$ cat src/rtl/vga_pkg.sv
// vga_pkg: 640x480@60 timing constants, RGB565 bar colours and the coordinate type
// shared by vga_timing_ctrl.
package vga_pkg;
  typedef logic [9:0] coord_t;
  localparam coord_t H_SYNC      = 10'd96;
  localparam coord_t H_BACK      = 10'd48;
  localparam coord_t H_ACTIVE    = 10'd640;
  localparam coord_t H_FRONT     = 10'd16;
  localparam coord_t V_SYNC      = 10'd2;
  localparam coord_t V_BACK      = 10'd33;
  localparam coord_t V_ACTIVE    = 10'd480;
  localparam coord_t V_FRONT     = 10'd10;
  localparam coord_t H_TOTAL     = H_SYNC + H_BACK + H_ACTIVE + H_FRONT;
  localparam coord_t V_TOTAL     = V_SYNC + V_BACK + V_ACTIVE + V_FRONT;
  localparam coord_t H_LAST      = H_TOTAL - 10'd1;
  localparam coord_t V_LAST      = V_TOTAL - 10'd1;
  localparam coord_t H_ACT_START = H_SYNC + H_BACK;
  localparam coord_t H_ACT_END   = H_ACT_START + H_ACTIVE;
  localparam coord_t V_ACT_START = V_SYNC + V_BACK;
  localparam coord_t V_ACT_END   = V_ACT_START + V_ACTIVE;
  localparam coord_t BAR_W       = 10'd80;
  localparam logic [15:0] C_WHITE   = 16'hFFFF;
  localparam logic [15:0] C_YELLOW  = 16'hFFE0;
  localparam logic [15:0] C_CYAN    = 16'h07FF;
  localparam logic [15:0] C_GREEN   = 16'h07E0;
  localparam logic [15:0] C_MAGENTA = 16'hF81F;
  localparam logic [15:0] C_RED     = 16'hF800;
  localparam logic [15:0] C_BLUE    = 16'h001F;
  localparam logic [15:0] C_BLACK   = 16'h0000;
  localparam logic [15:0] BAR_COLORS [8] =
    '{C_WHITE, C_YELLOW, C_CYAN, C_GREEN, C_MAGENTA, C_RED, C_BLUE, C_BLACK};

  function automatic logic [15:0] bar_color(input logic [2:0] idx);
    return BAR_COLORS[idx];
  endfunction
endpackage

$ cat src/rtl/vga_timing_ctrl_sync_2ff.sv
// sync_2ff: two-flop synchroniser for one asynchronous level signal.
module sync_2ff (
  input  logic clk,
  input  logic rst,
  input  logic i_d,
  output logic o_q
);
  logic r_meta;

  always_ff @(posedge clk)
    if (rst) {o_q, r_meta} <= 2'b00;
    else     {o_q, r_meta} <= {r_meta, i_d};
endmodule

$ cat src/rtl/vga_timing_ctrl.sv
// vga_timing_ctrl: 640x480@60 VGA timing generator with a 2-stage output pipeline.
// Define VGA_TEST_PATTERN_EN to replace pix_data with 8 vertical colour bars.
module vga_timing_ctrl
  import vga_pkg::*;
(
  input  logic        sys_clk,
  input  logic        sys_rst,
  input  logic        locked,
  input  logic [15:0] pix_data,
  output logic        pix_req,
  output logic [9:0]  pix_x,
  output logic [9:0]  pix_y,
  output logic        hsync,
  output logic        vsync,
  output logic        rgb_de,
  output logic [15:0] rgb,
  output logic        frame_start
);
  logic   w_run;
  coord_t r_cnt_h, r_cnt_v;
  logic   r_hs1, r_vs1, r_org1;
  logic   w_h_sync, w_v_sync, w_act;

  sync_2ff u_sync (.clk(sys_clk), .rst(sys_rst), .i_d(locked), .o_q(w_run));

  assign w_h_sync = r_cnt_h < H_SYNC;
  assign w_v_sync = r_cnt_v < V_SYNC;
  assign w_act    = r_cnt_h >= H_ACT_START && r_cnt_h < H_ACT_END &&
                    r_cnt_v >= V_ACT_START && r_cnt_v < V_ACT_END;

  // Losing lock drops the whole pipeline so a relock always begins a fresh frame.
  always_ff @(posedge sys_clk) begin
    if (sys_rst || !w_run) begin
      r_cnt_h     <= '0;
      r_cnt_v     <= '0;
      r_hs1       <= 1'b0;
      r_vs1       <= 1'b0;
      r_org1      <= 1'b0;
      pix_req     <= 1'b0;
      pix_x       <= '0;
      pix_y       <= '0;
      hsync       <= 1'b1;
      vsync       <= 1'b1;
      rgb_de      <= 1'b0;
      frame_start <= 1'b0;
    end else begin
      r_cnt_h     <= (r_cnt_h == H_LAST) ? '0 : r_cnt_h + 1'b1;
      if (r_cnt_h == H_LAST) r_cnt_v <= (r_cnt_v == V_LAST) ? '0 : r_cnt_v + 1'b1;
      r_hs1       <= w_h_sync;
      r_vs1       <= w_v_sync;
      r_org1      <= r_cnt_h == '0 && r_cnt_v == '0;
      pix_req     <= w_act;
      pix_x       <= w_act ? r_cnt_h - H_ACT_START : '0;
      pix_y       <= w_act ? r_cnt_v - V_ACT_START : '0;
      hsync       <= !r_hs1;
      vsync       <= !r_vs1;
      rgb_de      <= pix_req;
      frame_start <= r_org1;
    end
  end

`ifdef VGA_TEST_PATTERN_EN
  logic [2:0] w_bar, r_bar;
  logic       w_unused_pix;
  assign w_bar        = 3'(pix_x / BAR_W);
  assign w_unused_pix = ^pix_data;
  always_ff @(posedge sys_clk) r_bar <= (sys_rst || !w_run) ? '0 : w_bar;
  assign rgb = rgb_de ? bar_color(r_bar) : '0;
`else
  assign rgb = rgb_de ? pix_data : '0;
`endif
endmodule
$ cat config.mk
export PLATFORM = sky130hd
export DESIGN_NAME = vga_timing_ctrl
export DESIGN_NICKNAME = d
export VERILOG_FILES = /design/src/rtl/vga_pkg.sv /design/src/rtl/vga_timing_ctrl_sync_2ff.sv /design/src/rtl/vga_timing_ctrl.sv
export SDC_FILE = /design/constraint.sdc
export NUM_CORES = 1
export LEC_CHECK = 0
export ABC_AREA = 1
export CAP_MARGIN = 20
export CELL_PAD_IN_SITES_DETAIL_PLACEMENT = 1
export CELL_PAD_IN_SITES_GLOBAL_PLACEMENT = 2
export CORE_ASPECT_RATIO = 0.5
export CORE_MARGIN = 4
export CORE_UTILIZATION = 27
export DETAILED_ROUTE_END_ITERATION = 16
export GPL_ROUTABILITY_DRIVEN = 0
export GPL_TIMING_DRIVEN = 0
export PLACE_DENSITY = 0.82
export SLEW_MARGIN = 20
export SYNTH_ARGS = -nofsm -noshare
export SYNTH_HDL_FRONTEND = slang
export SYNTH_HIERARCHICAL = 1
export SYNTH_SLANG_ARGS = --single-unit
$ cat constraint.sdc
create_clock -name sys_clk -period 1.9 [get_ports sys_clk]
set_input_delay 0.285 -clock sys_clk [delete_from_list [all_inputs] [get_ports sys_clk]]
set_output_delay 0.285 -clock sys_clk [all_outputs]
set_load 0.05 [all_outputs]
Word-level counts from Yosys, hierarchy flattened

Index checks and enable logic that the tools add are counted.

Eq/ne operators: 2
Muxes and demuxes: 2
Reductions and logical operators: 12
Bitwise gates (word level): 1
Order comparisons: 6
Add/sub/neg operators: 4

Operator list:

| cell                                                                                 | count |
|---|---|
| 10-bit by 1-bit adder with 10-bit output, second input constant                      | 2 |
| 10-bit == test, second input constant                                                | 2 |
| 10-bit zero test                                                                     | 2 |
| 10-bit < comparator, second input constant                                           | 2 |
| 16-bit two-way mux                                                                   | 1 |
| 10-bit by 6-bit greater-or-equal comparator with 1-bit output, second input constant | 1 |
| 10-bit by 8-bit greater-or-equal comparator with 1-bit output, second input constant | 1 |
| 10-bit by 2-bit < comparator with 1-bit output, second input constant                | 1 |
| 10-bit by 7-bit < comparator with 1-bit output, second input constant                | 1 |
| 10-bit two-way mux                                                                   | 1 |
| 10-bit by 6-bit subtractor with 10-bit output, second input constant                 | 1 |
| 10-bit by 8-bit subtractor with 10-bit output, second input constant                 | 1 |
| 1-bit logical AND                                                                    | 4 |
| 2-bit OR reduction                                                                   | 2 |
| 1-bit zero test                                                                      | 3 |
| 1-bit logical OR                                                                     | 1 |
| 1-bit inverter                                                                       | 1 |

Word-level logic and storage cells: 41
Output and inout bits: 41
Input port bits: 19
Register bits after elaboration: 50

Logic depth before layout (Yosys ltp)

Word-level depth: 6
Depth in mapped cells: 10

Modules after synthesis

The synthesis kept the hierarchy.

Modules (own cells, without submodules):

| module          | cells an instance | area an instance (µm²) | seq. area each (µm²) | instances |
|---|---|---|---|---|
| vga_timing_ctrl | 328               | 2361.0                 | 960.9                | 1 |
| sync_2ff        | 6                 | 55.1                   | 40.0                 | 1 |

Worst setup path before layout

OpenSTA, ideal clock, no wires.

Path kind: register to output
From: reg rgb_de
To: out rgb[10]
Stages on the path, launching flop included: 5
Data required time: 1.615 ns
Setup slack: 0.083 ns
Data arrival time: 1.532 ns
Path through: dfxtp_1 -> clkbuf_1 -> clkbuf_1 -> nand2_1 -> inv_1

Word-level cells in the longest chain between the ends: 1

RTL lines:

| element                  | RTL line              | text |
|---|---|---|
| start: declaration       | vga_timing_ctrl.sv:15 | `output logic rgb_de,` |
| start signal: assignment | vga_timing_ctrl.sv:57 | `rgb_de <= pix_req;` |
| 16-bit two-way mux       | vga_timing_ctrl.sv:70 | `assign rgb = rgb_de ? pix_data : '0;` |
| end: declaration         | vga_timing_ctrl.sv:16 | `output logic [15:0] rgb,` |

No other way between the ends.

Final worst setup path

From: reg rgb_de
To: out rgb[8]

Same word-level chain as after synthesis.

==> flow_summary.yaml <==
critical_path:
  reg2reg_from: "r_cnt_h[0]$_SDFF_PP0_"
  slowest_delay_ns: 0.36
  cp.required_ns: 1.62
  reg2reg_depth: 7
  crit_start: "rgb_de$_SDFF_PP0_"
  r2r-end: "r_cnt_v[1]$_SDFFE_PP0P_"
  endpoint_kind: "primary output"
  path_cells: "clkbuf_2 > buf_2 > nand2_1 > inv_1 > clkdlybuf4s15_2"
  critPathLaunchType: "register"
  cp_slowest_cell: "clkdlybuf4s15_2"
  cp_top_family: "buffers and inverters"
  crit_buf_inv: 4
  worst-path-max-fanout: 10
  worstSetupPathDepth: 5
  crit_type: "reg -> out"
  reg2reg_setup_slack_ns: 0.15
  arrival_ns: 1.50
route:
  wl_met2_mm: 3.22
  remaining_drc_errors: 0
  detail_route.vias_per_cell: 4.25
  met3_length_um: 148
  wl_met1_mm: 3.03
  detail-route-antenna-nets: 0
  dr.pass1.iters: 4
  dr_total_vias: 2201
  drt_iter0_markers: 75
  wire_per_inst_um: 12.6
  highest_layer: "met4"
  wl_mm: 6.52
cells_and_area:
  fill_cells: 1103
  seq_area_um2: 1000
  insertedDiodeCount: 0
  fin_util_pct: 37.7
  final_common_cell: "nand2_1"
  drive_above_1_share_pct: 15.7
  final_cell_mix: "nand2_1 (87), inv_1 (56), dfxtp_1 (50)"
  multi_input_area_um2: 1130
  area_growth_pct: 35.8
  finalNetCount: 426
floorplan:
  ioPinCount: 60
  dieWidth_um: 142
  start_util_pct: 27.7
  core-area_um2: 8710
  die-area_um2: 10600
  num_rows: 24
  chipHeight_um: 74.9
yosys:
  netlist_instances: 334
  synth-edff-count: 0
  synth-seq-cells: 50
  synth_top_flop_cell: "dfxtp_1"
  synthArstFlopShare_pct: 0
  syn_area_per_cell_um2: 7.23
  yosysWarnings: 6
  synth.distinct_cells: 25
  synth-seq-area-share_pct: 41.4
  synth_nets: 360
  mappedNetlistArea_um2: 2420
timing:
  holdWs_ns: 0.372
  clock_skew_ns: 0.00848
  setup_viol: 0
  tightest_slew_ns: 0.525
  slew_headroom_pct: 64.8
  finalHoldViolations: 0
  rsz0062_at_grt: "false"
  fin_crit_ns: 1.79
  clock.fmax_mhz: 560
  setup_ws_ns: 0.113
  setup-tns-final_ns: 0
  finalCritPeriodShare_pct: 94.1
  slew_viol_final: 0
pwr:
  p_total_uw: 2160
  swShare_pct: 20.4
  p_switching_uw: 440
  ir_worst_vdd_v: 0.000318
  pwr-share-seq_pct: 48.8
  p_int_uw: 1720
  p_per_area_nw_per_um2: 658
  combPwrFrac_pct: 2.5
  cellLeakagePower_uw: 0.00156
  power_frac_clock_pct: 48.7
placed_design:
  dp_hpwl_mm: 5.31
  pre_cts_slack_ns: -0.293
  port_buffers: 59
clock_tree:
  cts_made_buffers: 5
  clk_pin_slew_worst_paths_ns: 0.07
  cts_tree: "done"
  cts_root_buf: "clkbuf_16"
  clockBufferDepth: 2
  clk_latency_ns: 0.30
  post-cts-setup-buffers: 0
  htree_levels: 2
  clkSinkCount: 50
global_route:
  grt-ovfl-total: 0
  antenna_found_initial: 0
  grt_pass1_wl_mm: 10.8
  grt_max_degree: 18
  grt_usage_pct: 12.8
  grt_pass1_vias: 2269
min_path:
  holdCritPathClass: "reg -> reg"
  min_to: "vsync$_SDFF_PP1_"
  hold_path.startpoint: "r_vs1$_SDFF_PP0_"
  holdPathStages: 1
outcome:
  run_status: "complete, no violations"
job:
  cap_violations: 0
[Yosys cell counts, types with 2 or more instances]
cell | n | area share [%]
a21oi_1 | 12 | 2.5
buf_6 | 4 | 1.9
clkbuf_1 | 2 | 0.31
dfxtp_1 | 50 | 41
ha_1 | 7 | 3.6
inv_1 | 56 | 8.7
inv_2 | 3 | 0.47
nand2_1 | 87 | 14
nand2_2 | 4 | 1.0
nand3_1 | 18 | 3.7
nand3_2 | 2 | 0.83
nand4_1 | 3 | 0.78
nor2_1 | 31 | 4.8
nor2_2 | 20 | 5.2
nor2_4 | 7 | 3.3
nor3_1 | 5 | 1.0
nor3b_1 | 2 | 0.62
nor4_1 | 2 | 0.52
o21ai_0 | 6 | 1.2
xor2_1 | 8 | 2.9
[registers in the layout, summed over array words and instances, names as in the netlist]
signal	flops
frame_start	1
hsync	1
pix_req	1
pix_x	10
pix_y	10
r_cnt_h	10
r_cnt_v	10
r_hs1	1
r_org1	1
r_vs1	1
rgb_de	1
u_sync/o_q	1
u_sync/r_meta	1
vsync	1
[per-stage QoR]
| stage | cell area, um^2 | cells |
|---|---|---|
| after floorplan | 2420 | 334 |
| after global placement | 3150 | 510 |
| after detailed placement | 3150 | 510 |
| after CTS | 3330 | 518 |
| after global routing | 3280 | 518 |
| final | 3280 | 518 |
[how the worst max path moves through the flow]
stage	endpoint	slack, ns
floorplan	rgb[10]	0.08
global placement	rgb[10]	-0.23
detailed placement	rgb[14]	-0.29
CTS	rgb[14]	0.06
global route	r_cnt_v[1]$_SDFFE_PP0P_	0.0009
finish	rgb[8]	0.11
[layer usage]
| metal | global-route usage [%] | vias to the layer above |
|---|---|---|
| li1 | - | 1140 |
| met1 | 15.7 | 1032 |
| met2 | 23.1 | 19 |
| met3 | 1.90 | 10 |
| met4 | 5.00 | 0 |
| met5 | 0 | - |
[power by group through the flow]
stage / Combinational (uW) / Sequential [uW] / Clock [uW]
after floorplan: 11.5 / 1080 / 0
after global placement: 54.1 / 1080 / 0
after detailed placement: 55.2 / 1080 / 0
after CTS: 55.6 / 1050 / 1090
after global routing: 59.5 / 1050 / 1130
final: 54.5 / 1050 / 1050
[kinds of logic (layout without fill, tap and decap cells)]
group	Yosys count	after routing	synth area share, %
compound gates	19	19	3.99
flops	50	50	41.4
xor+xnor	9	9	3.26
buf+inv	67	134	11.9
fa+ha+maj	7	7	3.62
simple gates	182	182	35.8
[area by class of cell]
type	instances	area share, %
buffer	8	2.06
sequential	50	30.5
inverter	59	6.75
timing repair buffer	59	16.6
clock inverter	3	1.45
tap	117	4.46
clock buffer	5	3.81
multi-input combinational	217	34.4
[what timing repair did]
action	in CTS	in global routing
resized for setup	39	17
endpoints found under the setup margin	16	10
hold buffers	0	0
No activity file was read; power rests on OpenSTA's default activity.
